**config.mk**
```make
export PLATFORM = sky130hd
export DESIGN_NAME = mem_arbiter
export DESIGN_NICKNAME = d
export VERILOG_FILES = /design/src/rtl/mem_arbiter.sv
export SDC_FILE = /design/constraint.sdc
export NUM_CORES = 1
export LEC_CHECK = 0
export BUFFER_PORTS_ARGS = -buffer_cell sky130_fd_sc_hd__buf_2
export CAP_MARGIN = 30
export CORE_AREA = 2 2 108 110
export DETAILED_ROUTE_END_ITERATION = 10
export DIE_AREA = 0 0 110 112
export PLACE_DENSITY = 0.95
export SLEW_MARGIN = 20
export SYNTH_ARGS = -nofsm -noshare
export SYNTH_HDL_FRONTEND = slang
export SYNTH_SLANG_ARGS = --single-unit
```
**constraint.sdc**
```tcl
create_clock -name clk -period 4.1 [get_ports clk]
set_clock_uncertainty 0.05 [all_clocks]
set_input_delay 0.82 -clock clk [delete_from_list [all_inputs] [get_ports clk]]
set_output_delay 0.82 -clock clk [all_outputs]
set_load 0.005 [all_outputs]
```
**src/rtl/mem_arbiter.sv**
```systemverilog
// -----------------------------------------------------------------------------
// mem_arbiter
// Shares one single-port memory between an instruction-fetch requester and a
// data (load/store) requester. Each transaction runs grant -> busy -> done.
// Every transaction is bounded by a busy-cycle timeout that returns zero data
// and pulses err.
//
// Configuration macro:
//   ARB_RR_EN  undefined : fixed priority, a data request always wins.
//              defined   : simultaneous requests alternate using a one-bit
//                          last-grant flag. The flag resets to "fetch", so data
//                          wins first.
//
// Ports:
//   clk, rst          clock; synchronous active-high reset
//   if_req/if_addr    fetch request and address, held until if_ack
//   if_rdata/if_ack   fetch data (holds between transactions); one-cycle done
//   d_rena/d_wena     load / store request (both high is a store)
//   d_addr/d_wdata    data address and store data, held until d_ack
//   d_rdata/d_ack     load data (holds between transactions); one-cycle done
//   mem_ce/mem_we     memory enable (high only while busy) / write enable
//   mem_addr/wdata    registered at grant, stable while busy
//   mem_rdata/ready   memory read data and completion strobe
//   stall             combinational pipeline hold
//   err               timeout pulse, coincident with the ack
// -----------------------------------------------------------------------------
module mem_arbiter #(
   parameter  int unsigned TIMEOUT = 16,
   localparam int unsigned DW      = 32
) (
   input  logic          clk,
   input  logic          rst,
   // fetch port
   input  logic          if_req,
   input  logic [DW-1:0] if_addr,
   output logic [DW-1:0] if_rdata,
   output logic          if_ack,
   // data port
   input  logic          d_rena,
   input  logic          d_wena,
   input  logic [DW-1:0] d_addr,
   input  logic [DW-1:0] d_wdata,
   output logic [DW-1:0] d_rdata,
   output logic          d_ack,
   // memory side
   output logic          mem_ce,
   output logic          mem_we,
   output logic [DW-1:0] mem_addr,
   output logic [DW-1:0] mem_wdata,
   input  logic [DW-1:0] mem_rdata,
   input  logic          mem_ready,
   // status
   output logic          stall,
   output logic          err
);

   localparam int unsigned CNT_W = (TIMEOUT > 1) ? $clog2(TIMEOUT) : 1;

   typedef enum logic [1:0] {
      IDLE    = 2'd0,
      IF_BUSY = 2'd1,
      D_BUSY  = 2'd2,
      DONE    = 2'd3
   } state_t;

   state_t             state;
   logic [CNT_W-1:0]   busy_cnt;
   logic               d_req;
   logic               grant_d;
   logic               busy;
   logic               timeout_hit;
   logic [DW-1:0]      ret_data;

`ifdef ARB_RR_EN
   // 1: data was granted last, 0: fetch was granted last
   logic               last_gnt_d;
`endif

   // Request decode, arbitration choice and completion conditions
   always_comb begin
      d_req       = d_rena | d_wena;
      busy        = (state == IF_BUSY) || (state == D_BUSY);
      timeout_hit = busy && !mem_ready && (busy_cnt == CNT_W'(TIMEOUT - 1));
      // A timed-out access returns zero instead of whatever is on the bus
      ret_data    = mem_ready ? mem_rdata : '0;
`ifdef ARB_RR_EN
      // Contended grant goes to whoever was not served last; lone requests win
      grant_d     = d_req && (!if_req || !last_gnt_d);
`else
      grant_d     = d_req;
`endif
   end

   // Pipeline hold while a requester waits for its ack
   assign stall = (if_req & ~if_ack) | (d_req & ~d_ack);

   // Arbiter FSM with registered memory-side and requester-side outputs
   always_ff @(posedge clk) begin
      if (rst) begin
         state      <= IDLE;
         busy_cnt   <= '0;
         mem_ce     <= 1'b0;
         mem_we     <= 1'b0;
         mem_addr   <= '0;
         mem_wdata  <= '0;
         if_rdata   <= '0;
         d_rdata    <= '0;
         if_ack     <= 1'b0;
         d_ack      <= 1'b0;
         err        <= 1'b0;
`ifdef ARB_RR_EN
         last_gnt_d <= 1'b0;
`endif
      end else begin
         // Acks and err are single-cycle pulses
         if_ack <= 1'b0;
         d_ack  <= 1'b0;
         err    <= 1'b0;

         case (state)
            IDLE: begin
               if ((if_req || d_req) && !if_ack && !d_ack) begin
                  mem_ce   <= 1'b1;
                  busy_cnt <= '0;
                  if (grant_d) begin
                     state      <= D_BUSY;
                     mem_addr   <= d_addr;
                     // Load+store together resolves to a store
                     mem_we     <= d_wena;
                     mem_wdata  <= d_wdata;
`ifdef ARB_RR_EN
                     last_gnt_d <= 1'b1;
`endif
                  end else begin
                     state      <= IF_BUSY;
                     mem_addr   <= if_addr;
                     mem_we     <= 1'b0;
                     mem_wdata  <= '0;
`ifdef ARB_RR_EN
                     last_gnt_d <= 1'b0;
`endif
                  end
               end
            end

            IF_BUSY, D_BUSY: begin
               if (mem_ready || timeout_hit) begin
                  state  <= DONE;
                  mem_ce <= 1'b0;
                  mem_we <= 1'b0;
                  err    <= timeout_hit;
                  if (state == IF_BUSY) begin
                     if_ack   <= 1'b1;
                     if_rdata <= ret_data;
                  end else begin
                     d_ack <= 1'b1;
                     // Stores leave the load-data register untouched
                     if (!mem_we) begin
                        d_rdata <= ret_data;
                     end
                  end
               end else begin
                  busy_cnt <= busy_cnt + CNT_W'(1);
               end
            end

            DONE: begin
               state <= IDLE;
            end

            default: begin
               state <= IDLE;
            end
         endcase
      end
   end

endmodule

```
* Word-level counts from Yosys, hierarchy flattened
Index checks and enable logic that the tools add are counted.
** Storage, ports and cells
- Bits in registers :: 139
- Input bits :: 134
- Output and inout bits :: 134
- Logic and storage cells :: 67
** Cells by class
- Add/sub/neg operators :: 1
- Equality and inequality tests :: 7
- Mux-type cells :: 18
- Bitwise gates (word level) :: 10
- Reductions and logical operators :: 20
** Operators with widths (count)
- $mux 32 :: 3
- $reduce_and 3->1 :: 3
- $mux 4 :: 2
- $pmux 4 s2 :: 1
- $mux 1 :: 6
- $mux 2 :: 3
- $ne 2x2->1 const B :: 3
- $not 1->1 :: 6
- $pmux 2 s3 :: 1
- $add 4x1->4 const B :: 1
- $eq 2x2->1 const B :: 2
- $eq 4x4->1 const B :: 1
- $logic_and 1x1->1 :: 4
- $pmux 1 s2 :: 2
- $reduce_and 2->1 :: 2
- $reduce_and 4->1 :: 1
- $logic_not 1->1 :: 3
- $logic_or 1x1->1 :: 3
- $reduce_or 3->1 :: 1
- $and 1x1->1 :: 2
- $eq 2x1->1 const B :: 1
- $logic_not 2->1 :: 1
- $or 1x1->1 :: 2
- $reduce_bool 2->1 :: 1
- $reduce_or 2->1 :: 1

* Depth between registers and ports, before layout
- Word-level depth :: 7
- Mapped depth :: 8
- Gate-level depth less buffers :: 6

* Least setup slack after synthesis
OpenSTA, ideal clock, no wires.
- Path type :: input-to-output
- From :: input d_wena
- To :: output stall
- Arrival time :: 1.755 ns
- Required time :: 3.230 ns
- Path slack :: 1.475 ns
- Cell stages on the path :: 4
- Path buffers :: 2
- Cells stage by stage :: clkbuf_1 > nor2_1 > clkbuf_1 > o22ai_1
** Between the ends
- Word-level cells in the longest chain between the ends :: 3
** Ends and longest elaborated chain
- start, declared :: line 40 : input logic d_wena,
- $or 1x1->1 :: line 81 : d_req = d_rena | d_wena;
- $and 1x1->1 :: line 95 : assign stall = (if_req & ~if_ack) | (d_req & ~d_ack);
- $or 1x1->1 :: line 95
- end, declared :: line 53 : output logic stall,
Every way passes these cells.

* Final worst setup path
Same ends and word-level chain as after synthesis.

==> flow_summary.json <==
{
  "status": "finished, final reports clean",
  "gp_congestion": 0.8227,
  "antenna_found_initial": 0,
  "crit_arrival_ns": 1.68,
  "cap_viol_max_count": 0,
  "async_reset_ff_share_pct": 0,
  "crit_path_start_kind": "input pin",
  "fin_crit_sh_pct": 62.10,
  "synth-edff-count": 0,
  "grt_max_degree": 65,
  "synthMuxAreaShare_pct": 0.4022,
  "cp_max_fo": 36,
  "grt_overflow": 0,
  "syn-mean-instance-area_um2": 8.684,
  "nNetsFinal": 984,
  "yosysUniqueCellTypes": 36,
  "yosys.area_share.simple_pct": 17.98,
  "synth_top_family_by_area": "compound AO/OA/AOI/OAI gates",
  "area_growth_pct": 36.81,
  "synth_top_area_share_pct": 52.61,
  "wl_per_cell_um": 15.39,
  "n_antenna_cell": 0,
  "ir_drop_uv": 496.7,
  "finalSetupTns_ns": 0,
  "final_common_cell": "buf_2",
  "cts_num_sinks": 139,
  "cts_max_level": 4,
  "rr_worst_depth": 7,
  "ios": 268,
  "die_y_um": 112,
  "yosys_warnings": 0,
  "grt_pass1_vias": 5113,
  "seq_area_frac_synth_pct": 52.61,
  "drt_iter0_drc": 516,
  "clk_pin_slew_ns": 0.06,
  "cts_tree": "built",
  "drive_gt1_share_pct": 36.74,
  "hold_buffers": 0,
  "cts_buffer_depth": 2,
  "rsz0062_at_grt": "no",
  "yosys.area.top_type": "dfxtp_1",
  "die_area_um2": 12320,
  "slowest_delay_ns": 0.46,
  "hold_path.class": "reg -> reg",
  "cp.depth": 4,
  "cts_made_buffers": 17,
  "min_period_ns": 2.546,
  "final_util_pct": 64.75,
  "die_w_um": 110,
  "cts-root-buf": "clkbuf_16",
  "place_ws_ns": 1.441,
  "finalSetupViolations": 0,
  "routed_via_density": 5.471,
  "ys_dominant_reg_cell": "dfxtp_1",
  "power_density_nw_per_um2": 686.0,
  "syn_nets": 746,
  "portBuffers": 267,
  "critPathCaptureType": "output port",
  "num_vias": 5487,
  "dp_hpwl_um": 10520,
  "synth_fa_ha_area_share_pct": 0.7097,
  "postCtsSetupBuffers": 0,
  "layout_setup_ws_ns": 1.554,
  "detail-route-antenna-nets": 0,
  "cp_top_family": "buffers and inverters",
  "final_cell_mix": "266 x buf_2, 139 x dfxtp_1, 103 x nor2_1, 68 x nand2_1, 64 x a22oi_1",
  "synth_area_leaders": "dfxtp_1 53%, a22oi_1 9.1%, nor2_1 7.5%",
  "crit_type": "in -> out",
  "drt_pass1_iterations": 5,
  "routed_wl_um": 15430,
  "max_freq_mhz": 392.8,
  "crit_top_cell": "buf_2",
  "worstSkewPairLatency_ns": 0.41,
  "synth_compound_area_share_pct": 22.90,
  "cts_resized": 0,
  "yosys.area_share.xor_xnor_pct": 0,
  "fp.coreArea_um2": 11170,
  "slowest_stage": "buf_2",
  "initial_utilization_pct": 47.33,
  "min_path_cells": 2,
  "drv_slew": 0,
  "path_buf_inv": 2,
  "syn_area_um2": 5289,
  "grt_pass1_wl_um": 23250,
  "path_cells": "buf_2, nor2_2, o22ai_1, buf_2",
  "gr-usage-all-layers_pct": 24.01,
  "cp_data_required_time_ns": 3.23,
  "rows": 39,
  "synth-seq-cells": 139,
  "route.detailed.drc": 0,
  "tightest_slew_ns": 0.6177,
  "slew_headroom_pct": 58.82,
  "syn_inst": 609,
  "p_leak_nw": 3.315,
  "hold_viol_final": 0
}
-- layer usage --
layer	global-route usage, %	up-vias	part of all wire, %
met2	42.37	290	51
met3	7.260	38	9.2
met5	0	-	0
li1	-	2644	-
met4	11.48	0	2.5
met1	25.57	2515	38
-- final timing paths --
path	startpoint	end	slack, ns
worst max-delay path	d_wena	stall	1.55
worst min register to register	if_rdata[8]$_SDFFE_PP0P_	if_rdata[8]$_SDFFE_PP0P_	0.40
worst max register to register	state[1]$_SDFFE_PP0P_	mem_addr[24]$_SDFFE_PP0P_	1.79
worst min-delay path	if_rdata[8]$_SDFFE_PP0P_	if_rdata[8]$_SDFFE_PP0P_	0.40
-- layout make-up --
type / instances / area [um^2]
clock inverters: 13 / 166.4
inverters: 4 / 15.01
fillers: 926 / 3939
clock buffers: 19 / 452.9
well taps: 143 / 178.9
repair buffers: 277 / 1414
flip-flops and latches: 139 / 2783
multi-input cells: 408 / 2226
-- cell families after synthesis --
family                     count (synthesis)
adders and majority gates                  3
and+or+nand+nor                          226
AOI/OAI and AO/OA                        177
DFF                                      139
buffers and inverters                     62
muxes                                      2
-- registers in the layout, summed over array words and instances, names as in the netlist --
name	flops
if_rdata	32
mem_ce	1
mem_addr	32
if_ack	1
busy_cnt	4
state	2
d_ack	1
mem_we	1
err	1
d_rdata	32
mem_wdata	32
-- power by group --
group | leakage [nW] | switching [mW] | total, mW | internal [mW]
logic | 1.88 | 0.878 | 1.52 | 0.641
clock network | 0.296 | 0.581 | 1.57 | 0.993
registers | 1.14 | 0.177 | 1.87 | 1.69
total | 3.32 | 1.64 | 4.96 | 3.33
-- metrics by stage --
stage | cells | hold WS, ns | power (mW) | instance area (um^2)
final | 1003 | 0.3996 | 4.964 | 7236
after global routing | 1003 | 0.4146 | 5.278 | 7236
after CTS | 1003 | 0.3999 | 4.991 | 7236
after detailed placement | 971 | 0.3913 | 3.402 | 6616
after global placement | 971 | 0.3840 | 3.344 | 6616
after floorplan | 609 | 0.3983 | 2.870 | 5289
-- synth_stat cells, drive strengths merged, types with 5 or more instances --
master and instances:
a21oi 35, a22oi 64, a311oi 33, buf 19
clkbuf 39, dfxtp 139, nand2 68, nand2b 5
nand3 34, nor2 106, o21ai 33
-- tightest hold or removal path, cell delays in order, from the launching register on --
cell,delay (ns)
dfxtp_1,0.30
nand2_1,0.05
a21oi_1,0.05
No activity file was read; power rests on OpenSTA's default activity.
